[src/rtl/cubedma_pkg.sv]
// Shared constants and types for the cube command generator and its
// downstream tinymover command interface.
package cubedma_pkg;

  localparam int CMD_W      = 41;
  localparam int ADDR_LSB   = 0;
  localparam int LEN_LSB    = 32;
  localparam int TAG_BIT    = 40;
  localparam int BEAT_BYTES = 8;
  localparam int MAX_BURST  = 255;
  localparam int BOUNDARY   = 4096;

  typedef enum logic [1:0] {
    IDLE  = 2'd0,
    CALC  = 2'd1,
    ISSUE = 2'd2,
    FIN   = 2'd3
  } state_e;

endpackage

[src/rtl/cube_cmd_chunk_calc.sv]
// Burst sizing: largest burst from the current beat that stays within the
// 4 KB page, the AXI burst limit and the beats left in the row.
module cube_cmd_chunk_calc
  import cubedma_pkg::*;
#(
  parameter int CNT_W = 16,
  parameter int LEN_W = 8
) (
  input  logic [8:0]       page_beat,
  input  logic [CNT_W-1:0] beats_left,
  output logic [LEN_W-1:0] chunk
);

  logic [9:0]       to4k_s;
  logic [CNT_W-1:0] cap_s;
  logic [CNT_W-1:0] min_s;

  // to4k is 1..512 beats; clamp to burst limit first, then to the page edge.
  always_comb begin
    to4k_s = 10'd512 - {1'b0, page_beat};
    cap_s  = beats_left;
    min_s  = beats_left;
    if (beats_left > CNT_W'(MAX_BURST)) begin
      cap_s = CNT_W'(MAX_BURST);
    end else begin
      cap_s = beats_left;
    end
    if (cap_s > CNT_W'(to4k_s)) begin
      min_s = CNT_W'(to4k_s);
    end else begin
      min_s = cap_s;
    end
    chunk = LEN_W'(min_s);
  end

endmodule

[src/rtl/cube_cmd_gen.sv]
// Walks a strided 2-D cube region and emits one tinymover command per
// AXI-legal burst; tag marks the final command of the job.
module cube_cmd_gen
  import cubedma_pkg::*;
#(
  parameter int ADDR_W     = 32,
  parameter int LEN_W      = 8,
  parameter int BEAT_BYTES = 8,
  parameter int CNT_W      = 16
) (
  input  logic                      clk,
  input  logic                      areset,
  input  logic                      start,
  input  logic [ADDR_W-1:0]         cfg_base_addr,
  input  logic [ADDR_W-1:0]         cfg_row_stride,
  input  logic [CNT_W-1:0]          cfg_num_rows,
  input  logic [CNT_W-1:0]          cfg_row_beats,
  output logic                      busy,
  output logic                      done,
  output logic                      err,
  output logic [1+LEN_W+ADDR_W-1:0] cmd_tdata,
  output logic                      cmd_tvalid,
  input  logic                      cmd_tready
);

  localparam int BEAT_LSB = $clog2(BEAT_BYTES);
  localparam logic [ADDR_W-1:0] ADDR_MASK = ~ADDR_W'(BEAT_BYTES - 1);

  state_e           state_r;
  state_e           state_nxt_s;
  logic [ADDR_W-1:0] row_addr_r;
  logic [ADDR_W-1:0] cur_addr_r;
  logic [ADDR_W-1:0] stride_r;
  logic [CNT_W-1:0]  rows_left_r;
  logic [CNT_W-1:0]  beats_left_r;
  logic [CNT_W-1:0]  row_beats_r;
  logic              reject_r;

  logic [LEN_W-1:0]  chunk_s;
  logic              last_s;
  logic              reject_cfg_s;
  logic              hs_s;
  logic [LEN_W-1:0]  cmd_len_s;
  logic              cmd_tag_s;
  logic [CNT_W-1:0]  beats_after_s;
  logic [ADDR_W-1:0] step_s;
  logic [ADDR_W-1:0] next_row_s;

  cube_cmd_chunk_calc #(
    .CNT_W (CNT_W),
    .LEN_W (LEN_W)
  ) u_chunk (
    .page_beat  (cur_addr_r[11:BEAT_LSB]),
    .beats_left (beats_left_r),
    .chunk      (chunk_s)
  );

  assign reject_cfg_s  = (cfg_num_rows == CNT_W'(0)) || (cfg_row_beats == CNT_W'(0));
  assign last_s        = (rows_left_r == CNT_W'(1)) && (beats_left_r == CNT_W'(chunk_s));
  assign hs_s          = cmd_tvalid && cmd_tready;
  assign cmd_len_s     = cmd_tdata[ADDR_W +: LEN_W];
  assign cmd_tag_s     = cmd_tdata[ADDR_W + LEN_W];
  assign beats_after_s = beats_left_r - CNT_W'(cmd_len_s);
  assign step_s        = ADDR_W'({cmd_len_s, {BEAT_LSB{1'b0}}});
  assign next_row_s    = row_addr_r + stride_r;

  // State register.
  always_ff @(posedge clk or posedge areset) begin
    if (areset) begin
      state_r <= IDLE;
    end else begin
      state_r <= state_nxt_s;
    end
  end

  // Next-state decode.
  always_comb begin
    state_nxt_s = state_r;
    case (state_r)
      IDLE: begin
        if (start) begin
          state_nxt_s = reject_cfg_s ? FIN : CALC;
        end else begin
          state_nxt_s = IDLE;
        end
      end
      CALC:  state_nxt_s = ISSUE;
      ISSUE: begin
        if (hs_s) begin
          state_nxt_s = cmd_tag_s ? FIN : CALC;
        end else begin
          state_nxt_s = ISSUE;
        end
      end
      FIN:     state_nxt_s = IDLE;
      default: state_nxt_s = IDLE;
    endcase
  end

  // Job datapath and registered outputs.
  always_ff @(posedge clk or posedge areset) begin
    if (areset) begin
      row_addr_r   <= ADDR_W'(0);
      cur_addr_r   <= ADDR_W'(0);
      stride_r     <= ADDR_W'(0);
      rows_left_r  <= CNT_W'(0);
      beats_left_r <= CNT_W'(0);
      row_beats_r  <= CNT_W'(0);
      reject_r     <= 1'b0;
      busy         <= 1'b0;
      done         <= 1'b0;
      err          <= 1'b0;
      cmd_tvalid   <= 1'b0;
      cmd_tdata    <= '0;
    end else begin
      done <= 1'b0;
      err  <= 1'b0;
      case (state_r)
        IDLE: begin
          if (start) begin
            row_addr_r   <= cfg_base_addr & ADDR_MASK;
            cur_addr_r   <= cfg_base_addr & ADDR_MASK;
            stride_r     <= cfg_row_stride & ADDR_MASK;
            rows_left_r  <= cfg_num_rows;
            beats_left_r <= cfg_row_beats;
            row_beats_r  <= cfg_row_beats;
            reject_r     <= reject_cfg_s;
            busy         <= ~reject_cfg_s;
          end
        end
        CALC: begin
          cmd_tdata  <= {last_s, chunk_s, cur_addr_r};
          cmd_tvalid <= 1'b1;
        end
        ISSUE: begin
          if (hs_s) begin
            cmd_tvalid <= 1'b0;
            // Row exhausted with more rows to go: restart at the next row.
            if ((beats_after_s == CNT_W'(0)) && (rows_left_r > CNT_W'(1))) begin
              rows_left_r  <= rows_left_r - CNT_W'(1);
              row_addr_r   <= next_row_s;
              cur_addr_r   <= next_row_s;
              beats_left_r <= row_beats_r;
            end else begin
              cur_addr_r   <= cur_addr_r + step_s;
              beats_left_r <= beats_after_s;
            end
          end
        end
        FIN: begin
          done <= 1'b1;
          err  <= reject_r;
          busy <= 1'b0;
        end
        default: busy <= 1'b0;
      endcase
    end
  end

endmodule

[config.mk]
export PLATFORM = sky130hd
export DESIGN_NAME = cube_cmd_gen
export DESIGN_NICKNAME = d
export VERILOG_FILES = /design/src/rtl/cubedma_pkg.sv /design/src/rtl/cube_cmd_chunk_calc.sv /design/src/rtl/cube_cmd_gen.sv
export SDC_FILE = /design/constraint.sdc
export NUM_CORES = 1
export LEC_CHECK = 0
export CAP_MARGIN = 25
export CORE_MARGIN = 4
export CORE_UTILIZATION = 40
export CTS_CLUSTER_SIZE = 24
export DETAILED_ROUTE_END_ITERATION = 12
export GPL_TIMING_DRIVEN = 0
export PLACE_DENSITY = 0.69
export SETUP_SLACK_MARGIN = 0.2
export SLEW_MARGIN = 20
export SYNTH_ARGS = -nofsm -noshare
export SYNTH_HDL_FRONTEND = slang
export SYNTH_SLANG_ARGS = --single-unit
[constraint.sdc]
create_clock -name clk -period 7.99 [get_ports clk]
set_input_delay 1.598 -clock clk [delete_from_list [all_inputs] [get_ports clk]]
set_output_delay 1.598 -clock clk [all_outputs]
set_load 0.01 [all_outputs]
==> results of run 1 <==
==> cells by family after synthesis <==
kind of cell,count (synthesis),synth area share
simple gates,561,0.222
compound gates,353,0.192
flops,182,0.399
buf+inv,110,0.0393
fa+ha+maj,60,0.0677
xor+xnor,59,0.0452
mux,37,0.0354
other cells,1,0.000328
==> synthesized netlist by cell type (12+ instances only) <==
cell / instances
nor4_1: 14
o21a_1: 16
inv_1: 43
xor2_1: 19
dfrtp_1: 182
ha_1: 57
a21oi_1: 87
nor2_1: 93
a211oi_1: 14
and2_1: 14
or2_2: 12
a31oi_1: 29
clkbuf_1: 47
nand2_1: 292
nand4_1: 15
xnor2_1: 40
nor3_1: 31
nand3_1: 30
mux2_2: 27
o21ai_0: 102
==> metal layers <==
layer / routed length (µm) / vias up / GRT usage
li1: - / 5163 / -
met1: 16900 / 5166 / 0.346
met2: 16400 / 558 / 0.369
met3: 3610 / 126 / 0.0528
met4: 2080 / 0 / 0.128
met5: 0 / - / 0
==> power groups by stage <==
stage	sequential (W)	combinational (W)	clock [W]
6_report	0.000921	0.0000854	0.000848
5_1_grt	0.000921	0.0000920	0.000887
4_1_cts	0.000921	0.0000865	0.000853
3_5_place_dp	0.000939	0.0000863	0
3_3_place_gp	0.000940	0.0000844	0
2_1_floorplan	0.000939	0.0000194	0
==> stage by stage <==
stage          setup TNS (ns)  instance area (µm²)  instances
6_report                    0                13900       1913
3_3_place_gp          -192.47                13300       1880
3_5_place_dp                0                13300       1881
4_1_cts                     0                13900       1913
5_1_grt                     0                13900       1913
2_1_floorplan               0                11400       1364
==> cell type report <==
type,count,area [µm²],area share
plain buffers,67,288,0.0207
multi-input cells,1072,6420,0.463
inverters,43,169,0.0122
repair buffers,139,1410,0.101
clock buffers,18,429,0.0309
well taps,378,473,0.0341
clock inverters,14,141,0.0102
flip-flops and latches,182,4550,0.328
==> registers in the layout (all words and copies together), names as in the netlist, 2 cells and up <==
name	count
cmd_tdata	39
cur_addr_r	30
row_addr_r	29
stride_r	29
beats_left_r	16
row_beats_r	16
rows_left_r	16
state_r	2
==> how the worst min path moves through the flow <==
| stage | startpoint | endpoint | slack [ns] |
|---|---|---|---|
| floorplan | reject_r$_DFFE_PP0P_ | reject_r$_DFFE_PP0P_ | 0.44 |
| global placement | reject_r$_DFFE_PP0P_ | reject_r$_DFFE_PP0P_ | 0.45 |
| detailed placement | row_beats_r[11]$_DFFE_PP0P_ | row_beats_r[11]$_DFFE_PP0P_ | 0.46 |
| CTS | row_beats_r[11]$_DFFE_PP0P_ | row_beats_r[11]$_DFFE_PP0P_ | 0.48 |
| global route | row_beats_r[9]$_DFFE_PP0P_ | row_beats_r[9]$_DFFE_PP0P_ | 0.50 |
| finish | cmd_tdata[11]$_DFFE_PP0P_ | cmd_tdata[11]$_DFFE_PP0P_ | 0.48 |
==> worst min-delay path, delay by kind of cell, from the launching register on <==
kind             cells  cell delay (ns)
AO/OA/AOI/OAI        1             0.06
AND/OR/NAND/NOR      1             0.04
flip-flops           1             0.34
==> results.txt, run 1 <==
Counting cells, the worst reg-to-reg path comes to 12. The run finished with clean final reports. In this run, synthesis inferred 0 flip-flops with an integrated enable.

In this run the critical register-to-register path is captured at cur_addr_r[12]$_DFFE_PP0P_. The cell accounting for the most synthesized area is dfrtp_1. The worst setup path is captured at a register.

The critical path in this run is classified as in2reg. The number of placement rows was 61; the clock transition at the register clock pins on the worst setup and hold paths after CTS was 0.07 ns. The starting DRC count in detailed routing is 1239, and the final critical-path share of the clock period is 0.539. Buffers inserted during clock tree synthesis total 17. By area the synthesized netlist is led by dfrtp_1, nand2_1, ha_1.

The overall fraction of global-route tracks in use is 0.250. 0 antenna diodes ended up in the layout. Total global routing overflow: 0. The commonest register cell after synthesis is dfrtp_1. The logs give 0.479 ns for the worst hold slack and 4 for the maximum level of the CTS H-tree. The longest clock path from root to sink contains 2 buffers. The first global-routing pass estimated 60500 µm of wire. Of all nets on the critical path, the largest fanout is 10.

In the post-route analysis, the smallest setup slack over all paths is 3.69 ns. The switching share of total power works out to 0.242. TritonCTS built the clock tree. The critical path goes through clkdlybuf4s50_1, nand2_1, nor2_1, nor2_1, inv_1, clkbuf_1, clkbuf_1, nand2_1, o311ai_0. The critical path contains buffers and inverters numbering 4 combined.

The Yosys step of the flow raised 0 warnings. In the layout the commonest cells are nand2_1, dfrtp_1, clkdlybuf4s50_1. Leakage power: 6.48 nW.

Setup repair after global routing left no endpoint under its margin. For the utilization of the core after routing, the log shows 0.496. The worst register-to-register path has a setup slack of 3.85 ns. The clock share of power is 0.457. The synthesis-to-finish area growth is 21.6%. Setup violations remaining at the end of the flow were counted as 0. Wires add up to 39100 µm. Share of the yosys chip area belonging to registers: 0.399. Dominant delay contributor by cell family on the critical path: buffers and inverters. The proportion of register bits with asynchronous set or reset after synthesis was 1.00.

The critical path ends at cur_addr_r[15]$_DFFE_PP0P_. The root buffer cell chosen for the clock tree is clkbuf_16. The number of pins with negative max-slew slack in the final report came out at 0. The startpoint identified for the worst register-to-register timing path is cmd_tdata[33]$_DFFE_PP0P_.

On the critical path, the stage with the largest delay is an instance of clkbuf_1. The clock insertion delay at the later pin of the skew report was 0.45 ns. The placeable core region is 28000 µm².

The number of primary I/O pins is 145, and the total of buffers placed on input and output ports is 138. The first detailed-routing pass took 6 iterations. Counting every sink on the clock net gives 182. The clock period could shrink to 4.30 ns.

Summed over all nets, the switching power comes to 0.000448 W. The run gives 0.046 as the share of power burned in combinational logic. The share of cells above drive strength 1 is 0.0625, and the worst slack at placement is 3.42 ns.

Vertical die dimension: 177 µm. Max-slew headroom at the worst pin: 0.363. The number of hold-slack violations in the final timing report was 0; the clock tree skew after final layout was 0.0137 ns. Entering global routing, the biggest net connects 97 pins. Detailed placement finished with a half-perimeter wire length of 30200 µm. Internal power comes to 0.00141 W.

Via total after detailed routing: 11013. The min-delay analysis places its worst path in the category reg2reg. The number of hold buffers added after CTS came out at 0. The worst setup path is launched from a primary input. Across the run, the number of max-cap violations was 0.

Counting flops and latches in the post-synthesis netlist gives 182. Fill cells in the final layout number 2725. The sequential group share of total power was 0.497. The floorplan step set the die width to 177 µm. Worst setup path startpoint: cmd_tready. At the pin with the least slew margin, the transition time is 0.956 ns.

The maximum clock frequency is 232 MHz, and the starting density of the core is 0.408. For the arrival time of the worst setup path, the log shows 4.61 ns. For the worst setup path, the data required time is 8.29 ns.

On the worst path, the slowest cell contributes a delay of 0.59 ns. The most common library cell in the layout ignoring fill and taps is nand2_1. IR analysis of the VDD net gives a maximum drop of 0.154 mV.

The number of gates resized after cts is 0. The critical path crosses 9 cells after its start point. The worst hold path stage count is 2. The top-area cell type share of the netlist area works out to 0.399. The number of setup buffers added after CTS is 0. Average detailed-routed wire length per instance: 20.4 µm.

After synthesis, the netlist uses 73 different library cells. The DRC violations left is 0. The number of antenna violations at the first check in global routing is 0, and the ratio of total power to cell area is 133 nW/µm². The congestion estimate from routability-driven global placement came to 0.927.

The floorplan step defined a die boundary enclosing 31300 µm². Synthesis produced a netlist whose cell count is 1363. The average footprint of a synthesized cell came out at 8.38 µm².

Dividing the detail-routed via count by the number of cells gives 5.76. The logs give 0.00185 W for the final total power and 1682 for the final net count. The cell area after synthesis was 11400 µm²; the via count of the first global-routing pass was 10589. The antenna violation net count after detailed routing came out at 0.
Power figures use the tool's default switching activity.
==> inputs of run 2 (changes only) <==
==> constraint.sdc (replaced) <==
create_clock -name clk -period 4 [get_ports clk]
set_input_delay 0.8 -clock clk [delete_from_list [all_inputs] [get_ports clk]]
set_output_delay 0.8 -clock clk [all_outputs]
set_load 0.01 [all_outputs]
==> run 2 against run 1 <==
Cell area is 1.2% higher. Clock skew decreased by 0.0029 ns. Via count is 1.5% higher. Power up 100%. Sequential share of layout area shrank 0.37 points. Final cell count rose by 0.31%. Core utilization up 0.58 points. Wire length is 0.45% lower. Hold slack improved by 0.0049 ns. Sequential power is 100% higher. Count of clock-buffer cells in the layout fell by 1. Setup slack got worse by 3.4 ns. Critical path type is now reg2reg. Largest power group unchanged.
==> results.txt, run 2 (same netlist as run 1, synthesis figures left out) <==
The run finished with clean final reports. The tools report the arrival time of the worst setup path as 4.04 ns (-0.57 ns). The total buffers and inverters traversed by the critical path was 3 (-1); the number of hold buffers added after CTS was 0 (unchanged).

The flip-flop count of the largest register, all copies and words added came out at 39 (unchanged). In the final layout, the registers with the most flip-flops are cmd_tdata (39), cur_addr_r (30). For the antenna violation net count after detailed routing, the log shows 0 (unchanged). Aggregate negative setup slack: 0 ns (unchanged).

The internal portion of total power came out at 0.00284 W (+100%). The average detailed-routed wire length per instance came out at 20.3 µm (-0.76%). The category of the worst setup path launch point was a register. The run gives 0.408 (unchanged) as the starting density of the core.

The run gives 0.484 ns (+0.00492 ns) as the worst hold slack. The kind of capture point of the worst setup path is a register. Static timing analysis puts the maximum clock frequency at 271 MHz. Leaving out fill and tap cells, the most frequent cell in the layout is nand2_1. The placeable core region was 28000 µm² (unchanged). The slowest stage of the critical path is the or4_1 cell. For the final weighted congestion in routability-driven placement, the log shows 0.967 (+4.3%).

The run gives 0 (unchanged) as the number of hold-slack violations in the final timing report. The max-slew headroom at the worst pin came out at 0.396 (+0.0336). The run gives 11181 (+1.5%) as the via total after detailed routing. The ratio of total power to cell area is 270 nW/µm² (+100%), and the clock tree skew after final layout is 0.0108 ns (-0.00294 ns). The total global routing overflow was 0 (unchanged). The pin count of the biggest net entering global routing is 35 (-64%).

The clock transition at the register clock pins on the worst setup and hold paths after CTS works out to 0.08 ns (about the same). The final critical-path share of the clock period was 0.922. For the number of antenna cells inserted, the log shows 0 (unchanged). For the detailed-router iteration count before antenna repair, the log shows 5 (-1).

The min-delay analysis places its worst path in the category reg2reg. Traced cell by cell, the critical path runs through inv_1, ha_1, nor2b_1, o31a_1, or4_1, a311o_1, nor4b_4, and4b_1, buf_4, o21ai_1, buf_2, and2_1. The mean number of vias per cell came out at 5.83 (+1.2%). Setup repair after global routing left no endpoint under its margin.

TritonCTS built the clock tree. The worst setup path is of the reg2reg kind. The run gives 13400 µm² (+0.67%) as the area after detailed placement. The required time reported for the critical path endpoint came out at 4.35 ns (-3.94 ns). Broken down by cell family, the worst path's largest delay share belongs to simple AND/OR/NAND/NOR gates. The sink count of the clock tree was 182 (unchanged); the total of buffers placed on input and output ports was 138 (unchanged). The area of all placed cells without fillers was 14000 µm² (+1.2%); the horizontal extent of the die was 177 µm (unchanged). The logs give 145 (unchanged) for the number of primary I/O pins and 0.258 mV (+67%) for the worst voltage drop across the vdd grid.

The final net count was 1688 (+0.36%); the maximum clock path buffer count was 2 (unchanged). The root buffer cell chosen for the clock tree is clkbuf_16. The synthesis-to-finish area growth is 23.0%.

The slew at the pin closest to its max-slew limit is 0.894 ns (-0.0617 ns). The final period demand of the worst path came out at 3.69 ns. The tools report the number of buffers created by CTS as 17 (unchanged). Wire length of the first global-routing pass: 60500 µm (about the same).

The share of cells above drive strength 1 is 0.0694 (+0.00689), and the overall fraction of global-route tracks in use is 0.249 (-0.000806). The critical path's largest stage delay was 0.46 ns (-0.13 ns). The tools report the total placed cells including tap cells as 1886 (+0.27%).

The run gives 38900 µm (-0.45%) as the final routed wirelength across all metal layers. Starting DRC count in detailed routing: 1326 (+7.0%). The switching share of total power came out at 0.251 (+0.00879). Counting flops per register, the top entry is cmd_tdata.

The final cell count without fillers is 1919 (+0.31%), and the area of the die is 31300 µm² (unchanged). The largest driver fanout on the critical path came out at 10 (unchanged). The run gives 0.485 (-0.012) as the sequential group share of total power.

For the share of power burned in combinational logic, the log shows 0.048 (+0.002). The max-capacitance violation count was 0 (unchanged); the number of placement rows was 61 (unchanged). DRC violations left: 0 (unchanged). In the layout the commonest cells are nand2_1, dfrtp_1, clkdlybuf4s50_1.

The number of antenna violations at the first check in global routing came out at 0 (unchanged). The clock share of power is 0.466 (+0.009). The vertical die dimension came out at 177 µm (unchanged).

The tools report the number of pins with negative max-slew slack in the final report as 0 (unchanged). The via count of the first global-routing pass is 10558 (-0.29%). The clock insertion delay at the later pin of the skew report is 0.46 ns (about the same). The total net switching power is 0.000950 W (+110%).

The leakage power was 6.55 nW (+1.0%); the half-perimeter wire length of the detailed placement result was 30600 µm (+1.0%). The maximum level of the CTS H-tree was 4 (unchanged). The setup violation total in the final timing report came out at 0 (unchanged).
-- run 2: changes by cell type in the layout (fill, tap and decap cells not counted), moves of 2 or more --
| cell | previous run | this run |
|---|---|---|
| inv_6 | 3 | 6 |
| buf_4 | 4 | 7 |
| clkinv_2 | 2 | 0 |
| clkinv_8 | 0 | 2 |
| clkbuf_1 | 48 | 45 |
| buf_12 | 0 | 6 |
-- run 2: through the flow --
stage	utilization	power (W)	setup WS, ns
final	0.502	0.00379	0.311
after global placement	0.474	0.00205	-0.701
after CTS	0.501	0.00380	0.262
after detailed placement	0.479	0.00206	0.0401
after floorplan	-	0.00192	0.647
after global routing	0.502	0.00389	0.207
-- run 2: layer usage --
layer	wire, µm	vias to the layer above	global-route usage
met5	0	-	0
met4	1610	0	0.0983
met3	3570	106	0.0491
met2	17000	621	0.377
met1	16700	5273	0.352
li1	-	5181	-
-- run 2: final timing paths --
path	start	endpoint	slack (ns)	cells after the start
max	cmd_tdata[33]$_DFFE_PP0P_	cur_addr_r[1]$_DFFE_PP0P_	0.31	12
min	stride_r[6]$_DFFE_PP0P_	stride_r[6]$_DFFE_PP0P_	0.48	2
max reg2reg	cmd_tdata[33]$_DFFE_PP0P_	cur_addr_r[1]$_DFFE_PP0P_	0.31	12
min reg2reg	stride_r[6]$_DFFE_PP0P_	stride_r[6]$_DFFE_PP0P_	0.48	2
max in group asynchronous	areset	cmd_tdata[25]$_DFFE_PP0P_	2.42	5
min in group asynchronous	areset	row_addr_r[6]$_DFFE_PP0P_	0.66	2
-- run 2: power groups by stage --
stage / Combinational, W / Sequential [W] / Clock [W]
5_1_grt: 0.000196 / 0.00184 / 0.00185
4_1_cts: 0.000185 / 0.00184 / 0.00178
3_5_place_dp: 0.000184 / 0.00188 / 0
6_report: 0.000183 / 0.00184 / 0.00177
2_1_floorplan: 0.0000391 / 0.00188 / 0
3_3_place_gp: 0.000169 / 0.00188 / 0
-- run 2: final cells by class --
| class | count | area [µm²] |
|---|---|---|
| Fill cell | 2686 | 14000 |
| Inverter | 43 | 165 |
| Timing Repair Buffer | 145 | 1510 |
| Buffer | 67 | 295 |
| Clock inverter | 15 | 178 |
| Multi-Input combinational cell | 1072 | 6450 |
| Clock buffer | 17 | 425 |
| Tap cell | 378 | 473 |
| Sequential cell | 182 | 4560 |
-- run 2: repair_timing --
action,in CTS,in global routing
setup endpoints to repair,56,59
setup buffers,0,1
pin swaps,0,1
resized for setup,5,6
-- run 2: worst reg2reg max path: cells and delay by family (launching register included) --
family	cells	cell delay [ns]
AND/OR/NAND/NOR	5	1.36
buffers and inverters	3	0.60
adder cells (fa/ha/maj)	1	0.28
flip-flops	1	0.45
AO/OA/AOI/OAI	3	0.88
==> inputs of run 3 (changes only) <==
--- a/config.mk
+++ b/config.mk
@@ -11,7 +11,7 @@
 export CTS_CLUSTER_SIZE = 24
 export DETAILED_ROUTE_END_ITERATION = 12
 export GPL_TIMING_DRIVEN = 0
-export PLACE_DENSITY = 0.69
+export PLACE_DENSITY_LB_ADDON = 0.05
 export SETUP_SLACK_MARGIN = 0.2
 export SLEW_MARGIN = 20
 export SYNTH_ARGS = -nofsm -noshare
==> run 3 against run 2 <==
Cell area increased by 0.52%. Wire length increased by 6.6%. Combinational power about the same. Power decreased by 0.60%. Hold slack got worse by 0.0094 ns. Core utilization increased by 0.26 points. Critical path type unchanged. Sequential cell count unchanged. Register-to-register slack improved by 0.02 ns. Highest routed layer unchanged.
==> results.txt, run 3 (same netlist as run 1, synthesis figures left out) <==
The flow ran to the end, and the final reports show no timing, DRC or antenna violations. CTS placed an instance of clkbuf_16 at the clock tree root. The cell count of the worst reg-to-reg path was 12 (unchanged); the slew at the pin closest to its max-slew limit was 0.934 ns (+0.0399 ns).

The max-slew headroom at the worst pin is 0.377 (-0.0191). The number of placement rows was 61 (unchanged). The most common library cell in the layout ignoring fill and taps is nand2_1. The largest registers in the layout are cmd_tdata (39), cur_addr_r (30).

Area of all placed cells without fillers: 14100 µm² (+0.52%). Maximum clock path buffer count: 2 (unchanged). DRC violations left: 0 (unchanged).

Leaving out fill and tap cells, the most frequent cells in the layout are nand2_1, dfrtp_1, clkdlybuf4s50_1. The path category of the worst min-delay check was reg2reg. The starting density of the core was 0.408 (unchanged); the sink count of the clock tree was 182 (unchanged). The number of primary I/O pins was 145 (unchanged). The largest driver fanout on the critical path was 10 (unchanged); the mean number of vias per cell was 5.72 (-1.8%).

The worst hold path begins at reject_r$_DFFE_PP0P_. The final period demand of the worst path is 3.67 ns (-0.0237 ns). The half-perimeter wire length of the detailed placement result is 32000 µm (+4.8%). The logs give 10424 (-1.3%) for the via count of the first global-routing pass and -0.0264 ns (-0.0665 ns) for the worst slack at placement. For the final routed wirelength across all metal layers, the log shows 41400 µm (+6.6%). Setup repair after global routing left no endpoint under its margin. The pin count of the biggest net entering global routing is 35 (unchanged), and the detailed-router iteration count before antenna repair is 5 (unchanged). The area after detailed placement was 13400 µm² (unchanged).

The endpoint identified for the worst register-to-register timing path is cur_addr_r[11]$_DFFE_PP0P_. The number of buffers created by CTS is 17 (unchanged). The leakage power came out at 6.57 nW (+0.36%).

TritonCTS built the clock tree. The run gives 0 (unchanged) as the number of hold buffers added after CTS. For the maximum clock frequency, the log shows 273 MHz (+0.65%). The tools report the area of the die as 31300 µm² (unchanged). The average detailed-routed wire length per instance works out to 21.6 µm (+6.4%). The placeable core region was 28000 µm² (unchanged); the vertical die dimension was 177 µm (unchanged).

The final net count was 1690 (+0.12%). Final weighted congestion in routability-driven placement: 0.956 (-1.1%). For the setup violation total in the final timing report, the log shows 0 (unchanged). The share of cells above drive strength 1 was 0.0726 (+0.00315). The worst register-to-register path begins at cmd_tdata[33]$_DFFE_PP0P_. The run gives 0 (unchanged) as the number of antenna cells inserted.

The tools report the worst-case register-to-register setup slack as 0.33 ns (+0.02 ns). Clock transition at the register clock pins on the worst setup and hold paths after CTS: 0.08 ns (about the same). The total of buffers placed on input and output ports is 138 (unchanged). The synthesis-to-finish area growth was 23.6%.

The worst hold path stage count is 2 (unchanged). The largest register by flop count is cmd_tdata. The tools report the total global routing overflow as 0 (unchanged). The run gives 4.02 ns (-0.02 ns) as the arrival time of the worst setup path. The horizontal extent of the die came out at 177 µm (unchanged).

The wire length of the first global-routing pass was 63300 µm (+4.6%). Number of antenna violations at the first check in global routing: 0 (unchanged). The startpoint-to-endpoint class of the critical path is reg2reg. STA classifies the critical path startpoint as a register. The setup slack after layout came out at 0.335 ns (+0.0237 ns). The run gives 0.45 ns (about the same) as the clock insertion delay at the later pin of the skew report. The antenna violation net count after detailed routing is 0 (unchanged).

The run gives 4 (unchanged) as the maximum level of the CTS H-tree. For the overall fraction of global-route tracks in use, the log shows 0.265 (+0.0157). The number of pins with negative max-slew slack in the final report is 0 (unchanged), and the flip-flop count of the largest register, all copies and words added is 39 (unchanged).

The run gives 10990 (-1.7%) as the via total after detailed routing. The starting DRC count in detailed routing is 1112 (-16%). The final critical-path share of the clock period was 0.916 (-0.00592). The worst voltage drop across the vdd grid was 0.216 mV (-16%). The required time reported for the critical path endpoint is 4.35 ns (about the same), and the max-capacitance violation count is 0 (unchanged). The tools report the kind of capture point of the worst setup path as a register. The number of hold-slack violations in the final timing report is 0 (unchanged), and the clock tree skew after final layout is 0.0143 ns (+0.00353 ns). The ratio of total power to cell area works out to 267 nW/µm² (-1.1%). For hold timing, the worst endpoint is reject_r$_DFFE_PP0P_.
==> run 3: power by group <==
part / internal (W) / switching, W
logic: 0.000100 / 0.0000801
registers: 0.00184 / 0.000000823
clock network: 0.000847 / 0.000900
total: 0.00279 / 0.000981
==> run 3: cell type report <==
cell class                 count  area (µm²)
timing repair buffer         147        1540
sequential                   182        4560
inverter                      43         165
multi-input combinational   1072        6470
tap                          378         473
clock inverter                15         183
clock buffer                  17         425
buffer                        67         309
fill                        2749       13900
==> run 3: worst max-delay path by stage <==
stage / from / endpoint / depth (start not counted)
floorplan: cmd_tdata[33]$_DFFE_PP0P_ / cur_addr_r[13]$_DFFE_PP0P_ / 12
finish: cmd_tdata[33]$_DFFE_PP0P_ / cur_addr_r[11]$_DFFE_PP0P_ / 12
global route: stride_r[3]$_DFFE_PP0P_ / cur_addr_r[31]$_DFFE_PP0P_ / 12
CTS: cmd_tdata[33]$_DFFE_PP0P_ / row_addr_r[17]$_DFFE_PP0P_ / 12
global placement: areset / cmd_tdata[24]$_DFFE_PP0P_ / 2
detailed placement: cmd_tdata[33]$_DFFE_PP0P_ / cur_addr_r[19]$_DFFE_PP0P_ / 11
==> run 3: through the flow <==
stage | setup TNS [ns] | hold WS, ns | utilization | total power (W) | cells
2_1_floorplan | 0 | 0.439 | - | 0.00192 | 1364
3_3_place_gp | -149.55 | 0.457 | 0.474 | 0.00204 | 1880
3_5_place_dp | -0.0437 | 0.459 | 0.479 | 0.00206 | 1886
4_1_cts | 0 | 0.479 | 0.502 | 0.00380 | 1918
5_1_grt | 0 | 0.517 | 0.504 | 0.00389 | 1921
6_report | 0 | 0.474 | 0.504 | 0.00377 | 1921
==> run 3: metal layers <==
layer | vias to the layer above | track usage | wire length [µm]
met3 | 58 | 0.0453 | 3220
met2 | 478 | 0.402 | 17900
met4 | 0 | 0.0722 | 1080
li1 | 5189 | - | -
met1 | 5265 | 0.391 | 19200
met5 | - | 0 | 0
==> run 3: repair_timing <==
action                                  CTS  global route
buffers inserted                          0             2
resized for setup                         8            16
endpoints found under the setup margin   59            64
==> run 3: critical path, cell delays in order (launching register included) <==
cell,delay [ns]
dfrtp_2,0.43
inv_1,0.09
ha_1,0.28
nor2b_1,0.14
o31a_1,0.30
or4_1,0.44
a311o_1,0.37
nor4b_4,0.33
and4b_1,0.24
buf_4,0.18
buf_2,0.33
o221ai_1,0.26
o22ai_1,0.17
